===== config.mk =====
export PLATFORM = sky130hd
export DESIGN_NAME = fetch_stage_unit
export DESIGN_NICKNAME = d
export VERILOG_FILES = /design/src/rtl/fetch_stage_unit.sv
export SDC_FILE = /design/constraint.sdc
export NUM_CORES = 1
export LEC_CHECK = 0
export ABC_AREA = 1
export CAP_MARGIN = 20
export CORE_MARGIN = 2
export CORE_UTILIZATION = 40
export CTS_BUF_LIST = sky130_fd_sc_hd__clkbuf_8 sky130_fd_sc_hd__clkbuf_16
export CTS_CLUSTER_DIAMETER = 40
export DETAILED_ROUTE_END_ITERATION = 10
export GPL_TIMING_DRIVEN = 0
export PLACE_DENSITY = 0.75
export SETUP_SLACK_MARGIN = 0.4
export SLEW_MARGIN = 20
export SYNTH_ARGS = -nofsm -noshare
export SYNTH_HDL_FRONTEND = slang
export SYNTH_SLANG_ARGS = --single-unit

===== constraint.sdc =====
create_clock -name Clk -period 2.9 [get_ports Clk]
set_clock_uncertainty 0.1 [all_clocks]
set_input_delay 0.725 -clock Clk [delete_from_list [all_inputs] [get_ports Clk]]
set_output_delay 0.725 -clock Clk [all_outputs]
set_load 0.05 [all_outputs]

===== src/rtl/fetch_stage_unit.sv =====
// Fetch stage: PC register and IF/ID pipeline register. It obeys the hazard unit's
// hold/advance controls and EX-stage redirects, and it keeps stall/flush counters and a stall watchdog.
module fetch_stage_unit #(
  parameter logic [31:0] RESET_PC  = 32'h0000_0000,
  parameter int          CW        = 16,
  parameter int          MAX_STALL = 8
) (
  input  logic          Clk,
  input  logic          Rst,
  input  logic          PCWrite,
  input  logic          IF_ID_Write,
  input  logic          Redirect_Ex,
  input  logic [31:0]   Target_Ex,
  input  logic [31:0]   Instruction_IF,
  output logic [31:0]   PC_IF,
  output logic [31:0]   Instruction_ID,
  output logic [31:0]   PCPlus4_ID,
  output logic          Valid_ID,
  output logic          MisalignedTarget,
  output logic [CW-1:0] StallCount,
  output logic [CW-1:0] FlushCount,
  output logic          StallTimeout,
  output logic [1:0]    State
);

  typedef enum logic [1:0] {
    S_RUN      = 2'b00,
    S_STALL    = 2'b01,
    S_REDIRECT = 2'b10
  } act_e;

  localparam logic [CW-1:0] CNT_MAX = {CW{1'b1}};
  localparam logic [7:0]    WD_MAX  = 8'(MAX_STALL);

  act_e          state_q, state_d;
  logic [31:0]   pc_q, pc_d;
  logic [31:0]   instr_q, instr_d;
  logic [31:0]   pcp4_q, pcp4_d;
  logic          vld_q, vld_d;
  logic          mis_q, mis_d;
  logic [CW-1:0] stall_cnt_q, stall_cnt_d;
  logic [CW-1:0] flush_cnt_q, flush_cnt_d;
  logic [7:0]    wd_q, wd_d;
  logic          tmo_q, tmo_d;
  logic [31:0]   pc_plus4;
  logic          stall;

  assign pc_plus4 = pc_q + 32'd4;
  assign stall    = !Redirect_Ex && !PCWrite;

  always_ff @(posedge Clk) begin
    if (!Rst) begin
      state_q     <= S_RUN;
      pc_q        <= RESET_PC;
      instr_q     <= '0;
      pcp4_q      <= '0;
      vld_q       <= 1'b0;
      mis_q       <= 1'b0;
      stall_cnt_q <= '0;
      flush_cnt_q <= '0;
      wd_q        <= '0;
      tmo_q       <= 1'b0;
    end else begin
      state_q     <= state_d;
      pc_q        <= pc_d;
      instr_q     <= instr_d;
      pcp4_q      <= pcp4_d;
      vld_q       <= vld_d;
      mis_q       <= mis_d;
      stall_cnt_q <= stall_cnt_d;
      flush_cnt_q <= flush_cnt_d;
      wd_q        <= wd_d;
      tmo_q       <= tmo_d;
    end
  end

  always_comb begin
    state_d     = S_RUN;
    pc_d        = pc_q;
    instr_d     = instr_q;
    pcp4_d      = pcp4_q;
    vld_d       = vld_q;
    mis_d       = 1'b0;
    stall_cnt_d = stall_cnt_q;
    flush_cnt_d = flush_cnt_q;
    wd_d        = '0;

    if (Redirect_Ex) begin
      // A redirect wins over both write enables and turns IF/ID into a bubble.
      state_d = S_REDIRECT;
      pc_d    = {Target_Ex[31:2], 2'b00};
      instr_d = '0;
      pcp4_d  = '0;
      vld_d   = 1'b0;
      mis_d   = |Target_Ex[1:0];
      if (flush_cnt_q != CNT_MAX) flush_cnt_d = flush_cnt_q + 1'b1;
    end else begin
      if (PCWrite) pc_d = pc_plus4;
      if (IF_ID_Write) begin
        instr_d = Instruction_IF;
        pcp4_d  = pc_plus4;
        vld_d   = 1'b1;
      end
      if (stall) begin
        state_d = S_STALL;
        if (stall_cnt_q != CNT_MAX) stall_cnt_d = stall_cnt_q + 1'b1;
        wd_d = (wd_q >= WD_MAX) ? WD_MAX : wd_q + 8'd1;
      end
    end

    tmo_d = tmo_q || (wd_d >= WD_MAX);
  end

  assign PC_IF            = pc_q;
  assign Instruction_ID   = instr_q;
  assign PCPlus4_ID       = pcp4_q;
  assign Valid_ID         = vld_q;
  assign MisalignedTarget = mis_q;
  assign StallCount       = stall_cnt_q;
  assign FlushCount       = flush_cnt_q;
  assign StallTimeout     = tmo_q;
  assign State            = state_q;

endmodule

# Word level (Yosys, flattened, before mapping)
# Cells that the tools add are included.
[op_classes] n_reduce_logical=10 n_bitwise=2 muxes=7 n_eq_ne=2 add_sub_neg=4 n_lt_le_gt_ge=2
[ops] cell="$mux W32" n=2
[ops] cell="$add A16 B1 Y16 const B" n=2
[ops] cell="$add A32 B3 Y32 const B" n=1
[ops] cell="$ne A16 B16 Y1 const B" n=2
[ops] cell="$mux W8" n=3
[ops] cell="$ge A8 B4 Y1 const B" n=2
[ops] cell="$add A8 B1 Y8 const B" n=1
[ops] cell="$reduce_and A2 Y1" n=2
[ops] cell="$reduce_or A2 Y1" n=2
[ops] cell="$reduce_and A3 Y1" n=1
[ops] cell="$logic_not A1 Y1" n=2
[ops] cell="$mux W2" n=1
[ops] cell="$not A1 Y1" n=2
[ops] cell="$reduce_bool A2 Y1" n=1
[ops] cell="$logic_and A1 B1 Y1" n=1
[ops] cell="$logic_or A1 B1 Y1" n=1
[ops] cell="$mux W1" n=1
[word_totals] reg_bits=141 out_inout_bits=133 input_bits=69 word_cells=39

# Logic depth before layout (Yosys ltp)
# Gate-level depths: netlist of the first run.
[depth] depth_word=6 ltp_mapped=10 mapped_depth_nobuf=10

# Worst setup path before layout of the first run
# No wires, ideal clock.
[synth_timing] kind="register -> register" from="reg flush_cnt_q[0] (netlist: FlushCount[0])" to="reg flush_cnt_q[14] (netlist: FlushCount[14])" setup_slack_ns=0.817 t_required_ns=2.664 path_buffers=1 t_arrival_ns=1.846 stages_incl_launch_ff=10 period_less_slack_ns=2.083 path_cell_list="dfxtp_1 > ha_1 > nand2_1 > nor2_2 > nand2_2 > nor2_1 > nor2_2 > buf_4 > nand2_1 > a21oi_2"
[synth_between] elab_chain_cells=2
[synth_rtl] item="from (decl)" line_no="42" text="logic [CW-1:0] flush_cnt_q, flush_cnt_d;"
[synth_rtl] item="from (signal assigned)" line_no="71" text="flush_cnt_q <= flush_cnt_d;"
[synth_rtl] item="parallel branches: the longest is 2 deep, another holds $add A16 B1 Y16"
# Several ways; the timed one is not identified.
# A chain may end at the register's enable or synchronous reset.

# Worst setup path in the final report of the first run
[layout_timing] from="reg flush_cnt_q[3] (netlist: FlushCount[3])" to="out FlushCount[3]"
[layout_lines] item="to (decl)" line_no="21" text="output logic [CW-1:0] FlushCount,"
# No word-level cell between the ends.

==> results of run 1 <==
-- synth_stat cells, drive strengths merged --
| cell type | n |
|---|---|
| inv | 80 |
| o21ai | 36 |
| nor2 | 145 |
| buf | 22 |
| ha | 5 |
| a21oi | 84 |
| nand4 | 5 |
| nor3 | 9 |
| or2 | 2 |
| a22oi | 22 |
| xnor2 | 12 |
| a31o | 1 |
| nand2 | 306 |
| clkbuf | 23 |
| nand3 | 38 |
| conb | 1 |
| a21o | 1 |
| a31oi | 8 |
| dfxtp | 137 |
| xor2 | 22 |
-- state kept, by name, indices dropped and copies added (netlist names) --
register and count:
StallTimeout 1, MisalignedTarget 1, Valid_ID 1, Instruction_ID 32, wd_q 8, PC_IF 30
FlushCount 16, StallCount 16, PCPlus4_ID 30, State 2
-- cell type report --
cell class                 instances  area share (%)
buffer                            45            2.38
clock buffer                      17            4.52
clock inverter                    15            1.65
inverter                          80            3.19
multi-input combinational        704            36.2
sequential                       137            29.1
tap                              220            2.92
timing repair buffer             195            20.1
-- layout by cell type (no fill, tap or decap), types with 4 or more instances in the layout --
master and n:
o21ai_1 11, dfxtp_1 137, clkbuf_1 23, nand4_1 5, inv_1 76, nor3_1 7, nor2_4 6, dlygate4sd2_1 56
nand2_1 295, a31oi_1 8, a21oi_2 15, a22oi_1 22, nor2_2 10, clkbuf_16 17, buf_2 11, nand2_2 9
a21oi_1 69, o21ai_0 24, ha_1 5, nand3_1 35, clkinv_4 4, xnor2_1 12, inv_6 6, conb_1 8
dlymetal6s2s_1 4, clkdlybuf4s50_1 135, buf_4 5, nor2_1 129, inv_2 4, xor2_1 22
-- per-stage QoR --
stage | power, µW | utilization [%] | hold WS (ns) | cells
finish | 4880 | 57.4 | 0.352 | 1413
global placement | 2780 | 54.3 | 0.338 | 1381
detailed placement | 2790 | 54.3 | 0.343 | 1381
CTS | 4920 | 57.4 | 0.353 | 1413
global route | 5050 | 57.4 | 0.376 | 1413
floorplan | 2490 | - | 0.330 | 966
-- metal layers --
metal / vias to the layer above / wire, µm / global-route usage (%) / share of wire (%)
met3: 35 / 1560 / 6.48 / 7.7
met5: - / 0 / 0 / 0
met4: 0 / 565 / 8.30 / 2.8
li1: 3481 / - / - / -
met1: 3104 / 8710 / 29.2 / 43
met2: 209 / 9400 / 38.1 / 46
-- kinds of logic (layout without fill, tap and decap cells) --
| logic type | after synthesis | count (layout) |
|---|---|---|
| xor+xnor | 34 | 34 |
| simple gates | 505 | 505 |
| compound gates | 152 | 152 |
| other cells | 1 | 8 |
| fa+ha+maj | 5 | 5 |
| buf+inv | 125 | 352 |
| flops | 137 | 137 |
-- final timing paths --
check / endpoint / cells past startpoint / from / slack (ns)
max: FlushCount[3] / 1 / FlushCount[3] / 0.43
min: StallTimeout / 2 / StallTimeout / 0.35
max reg2reg: PC_IF[16] / 7 / PC_IF[2] / 0.80
min reg2reg: StallTimeout / 2 / StallTimeout / 0.35
-- repair_timing --
| item | in CTS | in global routing |
|---|---|---|
| endpoints found under the setup margin | 56 | 4 |
| setup buffers | 0 | 0 |
| gates resized for setup | 56 | 4 |
| hold buffers | 0 | 0 |
-- power by group through the flow --
stage                     Sequential [µW]  Clock (µW)  Combinational, µW
after detailed placement             2060           0                731
after global placement               2060           0                728
final                                2020        2150                714
after global routing                 2020        2260                766
after floorplan                      2260           0                229
after CTS                            2010        2190                716
==> flow_summary.ini, run 1 <==
[status]
status = finished clean

[cts]
cts_tree = done
clock-sinks = 137
htreeDepth = 4
clk_path_buf_depth = 2
path_clk_slew_ns = 0.06
root_buffer = clkbuf_16
clk-insertion-delay-late_ns = 0.43
tritoncts.num_buffers = 17

[power_and_ir_drop]
total_leakage_power_uw = 0.00396
portion_of_total_power_attributed_to_combinational_logic_pct = 14.6
power.ir.vdd_worst_uv = 377
power-per-cell-area_nw_per_um2 = 518
swShare_pct = 30.1
internal_power_uw = 3410
seq_power_share_pct = 41.3
clkPwrFrac_pct = 44.1
switchingPower_uw = 1470

[logic_synthesis]
ys_warn_count = 0
synth.mux.area_fraction_pct = 0
synthCells = 959
synth_top_cells_by_area = dfxtp_1, nand2_1, nor2_1, a21oi_1, inv_1
synth-compound-area-share_pct = 13.5
synth.avg_cell_area_um2 = 6.93
synthXorXnorAreaFrac_pct = 4.48
mappedNetlistArea_um2 = 6650
synth_top_area_cell = dfxtp_1
synth-seq-cells = 137
synth.lib_cells_used.distinct = 33
main_combinational_cell_family_by_area_after_synthesis = simple AND/OR/NAND/NOR gates
post_synth_and_or_nand_nor_area_fraction_pct = 31.8
yosysTopAreaCellShare_pct = 41.3
synthAdderAreaFrac_pct = 0.941
seq_area_frac_synth_pct = 41.3

[global_routing]
grt_start_max_net_pins = 17
grt_first_pass_wirelength_um = 32900
antenna_violations_before_repair = 0
overflow = 0
first_global_vias = 6523
grt.total_usage_pct = 23.2

[cells_and_area]
drive_above_1_share_pct = 8.89
regArea_um2 = 2740
syn2layout_area_growth_pct = 41.7
fillers = 1552
multiInputGateArea_um2 = 3410
postLayoutCellArea_um2 = 9420
diodes = 0
nets = 1254

[placement]
dpl_cell_area_um2 = 8900
place.port_buffers = 195
hpwl_um = 15200
minimum_setup_slack_after_placement_ns = 0.277
globalplace.congestion = 0.896

[critical_path]
cpMaxStageDelayCell = clkdlybuf4s50_1
cp_num_buf_inv = 1
critical-path-top-delay-family = buffers and inverters
timing_worst_setup_path_type = register to primary output
worstSetupStartpointType = register
worst-endpoint-required_ns = 2.08
cp.arrival_ns = 1.65
max_stage_delay_ns = 0.83
cp-end-kind = primary output
path_cells = clkdlybuf4s50_1
critPathMaxFanout = 4

[floorplan]
ioPinCount = 202
initial_utilization_pct = 40.5
floorplan.die.width_um = 133
placeableCoreArea_um2 = 16400
die_area_um2 = 17700
placement_rows = 47
die_height_um = 133

[route]
vias_per_cell = 4.83
drt_drc_violations_left = 0
antenna_violating_nets_post_route = 0
detail_route.wl_per_cell_um = 14.3
drt_iter0_markers = 412
drt-pass1-iter-count = 5
route.vias.total = 6829
drt_wl_total_um = 20200

[timing]
final-setup-viol-count = 0
max_freq_ghz = 0.405
hold_violations = 0
pin_slew_with_the_least_headroom_to_its_limit_ns = 0.717
final.period_utilization_pct = 85.2
grt_setup_unrepaired = no
tns_ns = 0
period_needed_ns = 2.47
postLayoutSetupSlackWorst_ns = 0.430
slew_viol_final = 0
slew_headroom_pct = 52.2

[job]
max_cap_viol_count = 0

[worst_hold_path]
hold_path_class = register to register
(Power assumes the default switching activity.)
==> run 2: changes to the inputs <==
--- a/config.mk
+++ b/config.mk
@@ -7,6 +7,7 @@
 export LEC_CHECK = 0
 export ABC_AREA = 1
 export CAP_MARGIN = 20
+export CORE_ASPECT_RATIO = 0.7
 export CORE_MARGIN = 2
 export CORE_UTILIZATION = 40
 export CTS_BUF_LIST = sky130_fd_sc_hd__clkbuf_8 sky130_fd_sc_hd__clkbuf_16
==> run 2 against run 1 <==
- final area up 0.61%
- clock power up 4%
- clock-buffer cell count up 2
- sequential share of layout area shrank 0.18 points
- flip-flop and latch count unchanged
- non-clock buffer count is the same
- combinational power hardly changed
- die area about the same
- cell count is 0.35% higher
- worst hold slack improved by 0.0058 ns
- global-route usage increased by 0.66 points
- critical endpoint is now PC_IF[2]
- largest cell class unchanged
- largest power group unchanged
- highest routed layer unchanged
==> flow_summary.ini, run 2 (synthesis gave the netlist of run 1 again) <==
[route]
wl_met1_um = 10100
drt_drc_violations_left = 0
antenna_violating_nets_post_route = 0
drt_wl_total_um = 20900
drt_iter0_markers = 574
detail_route.wl_per_cell_um = 14.8
route.vias.total = 6870
vias_per_cell = 4.84
highest_layer = met4
dr_wl_met3_um = 1890
drt-pass1-iter-count = 5
wl_met2_um = 8760

[floorplan]
floorplan.die.width_um = 158
placeableCoreArea_um2 = 16300
ioPinCount = 202
initial_utilization_pct = 40.8
die_area_um2 = 17700
die_height_um = 112
placement_rows = 39

[placement]
place.port_buffers = 195
globalplace.congestion = 0.953
hpwl_um = 16100
minimum_setup_slack_after_placement_ns = 0.230

[cts]
cts_tree = done
clk-insertion-delay-late_ns = 0.42
path_clk_slew_ns = 0.06
clock-sinks = 137
cts_setup_buffers = 0
root_buffer = clkbuf_16
cts-hold-fix-buffers = 0
tritoncts.num_buffers = 17
clk_path_buf_depth = 2
htreeDepth = 4

[power_and_ir_drop]
power-per-cell-area_nw_per_um2 = 523
total_leakage_power_uw = 0.00407
power.ir.vdd_worst_uv = 413

[global_routing]
grt_start_max_net_pins = 17
grt_first_pass_wirelength_um = 33100
first_global_vias = 6340
grt.total_usage_pct = 23.9
antenna_violations_before_repair = 0
overflow = 0

[timing]
finalHoldWorstSlack_ns = 0.358
final-setup-viol-count = 0
grt_setup_unrepaired = no
postLayoutSetupSlackWorst_ns = 0.470
hold_violations = 0
tns_ns = 0
period_needed_ns = 2.43
max_freq_ghz = 0.411
final.period_utilization_pct = 83.8
pin_slew_with_the_least_headroom_to_its_limit_ns = 0.719
slew_viol_final = 0
slew_headroom_pct = 52.0

[critical_path]
critical-path-top-delay-family = flip-flops
cp.arrival_ns = 1.61
worst-endpoint-required_ns = 2.08
path_cells = dlygate4sd2_1
cpMaxStageDelayCell = dfxtp_1
timing_worst_setup_path_type = register to primary output
cp_num_buf_inv = 1
worstSetupStartpointType = register
cp-end-kind = primary output
max_stage_delay_ns = 0.60
critPathMaxFanout = 7

[cells_and_area]
diodes = 0
multiInputGateArea_um2 = 3410
most_frequent_cells_in_the_layout = nand2_1, dfxtp_1, clkdlybuf4s50_1
drive_above_1_share_pct = 8.72
fillers = 1584
syn2layout_area_growth_pct = 42.6
layout.cells.most_common = nand2_1
nets = 1254
regArea_um2 = 2740
finalCoreUtilization_pct = 58.2
largest_reg_flops = 32

[job]
max_cap_viol_count = 0

[worst_hold_path]
hold_path_class = register to register

[status]
status = finished clean
[run 2: changes by cell type in the layout (fill, tap and decap cells not counted), sizes merged]
cell and delta:
clkdlybuf4s50 -1, dlygate4sd2 -6, dlymetal6s2s +7, clkbuf +2
bufinv +2, clkinv +2, inv -6
[run 2: final timing paths]
kind	from	end	slack, ns	cells after the start
hold reg to reg	Instruction_ID[26]	Instruction_ID[26]	0.36	2
hold / removal	Instruction_ID[26]	Instruction_ID[26]	0.36	2
setup / recovery	PC_IF[2]	PC_IF[2]	0.47	1
setup reg to reg	PC_IF[2]	PC_IF[16]	0.65	7
[run 2: what timing repair did]
item	4_1_cts	5_1_grt
setup endpoints to repair	50	11
resized for setup	50	11
hold endpoints to repair	0	0
[run 2: final cells by class]
class	instances	area share, %
multi-input cells	704	35.9
flip-flops and latches	137	28.9
repair buffers	195	20.2
clock buffers	19	4.78
inverters	80	3.17
well taps	225	2.97
plain buffers	45	2.36
clock inverters	13	1.62
[run 2: stage by stage]
stage               area (µm²)  total power, µW  std cells
floorplan                 6670             2490        966
global placement          8910             2780       1386
detailed placement        8910             2790       1386
CTS                       9450             5000       1418
global route              9480             5150       1418
finish                    9480             4960       1418
[run 2: metal layers]
metal / global-route usage, % / vias to the layer above
li1: - / 3472
met1: 34.3 / 3125
met2: 35.4 / 256
met3: 6.85 / 17
met4: 5.47 / 0
met5: 0 / -
[run 2: where the power goes]
| group | internal (µW) | switching [µW] |
|---|---|---|
| clock network | 1390 | 835 |
| logic | 253 | 464 |
| registers | 1950 | 69.8 |
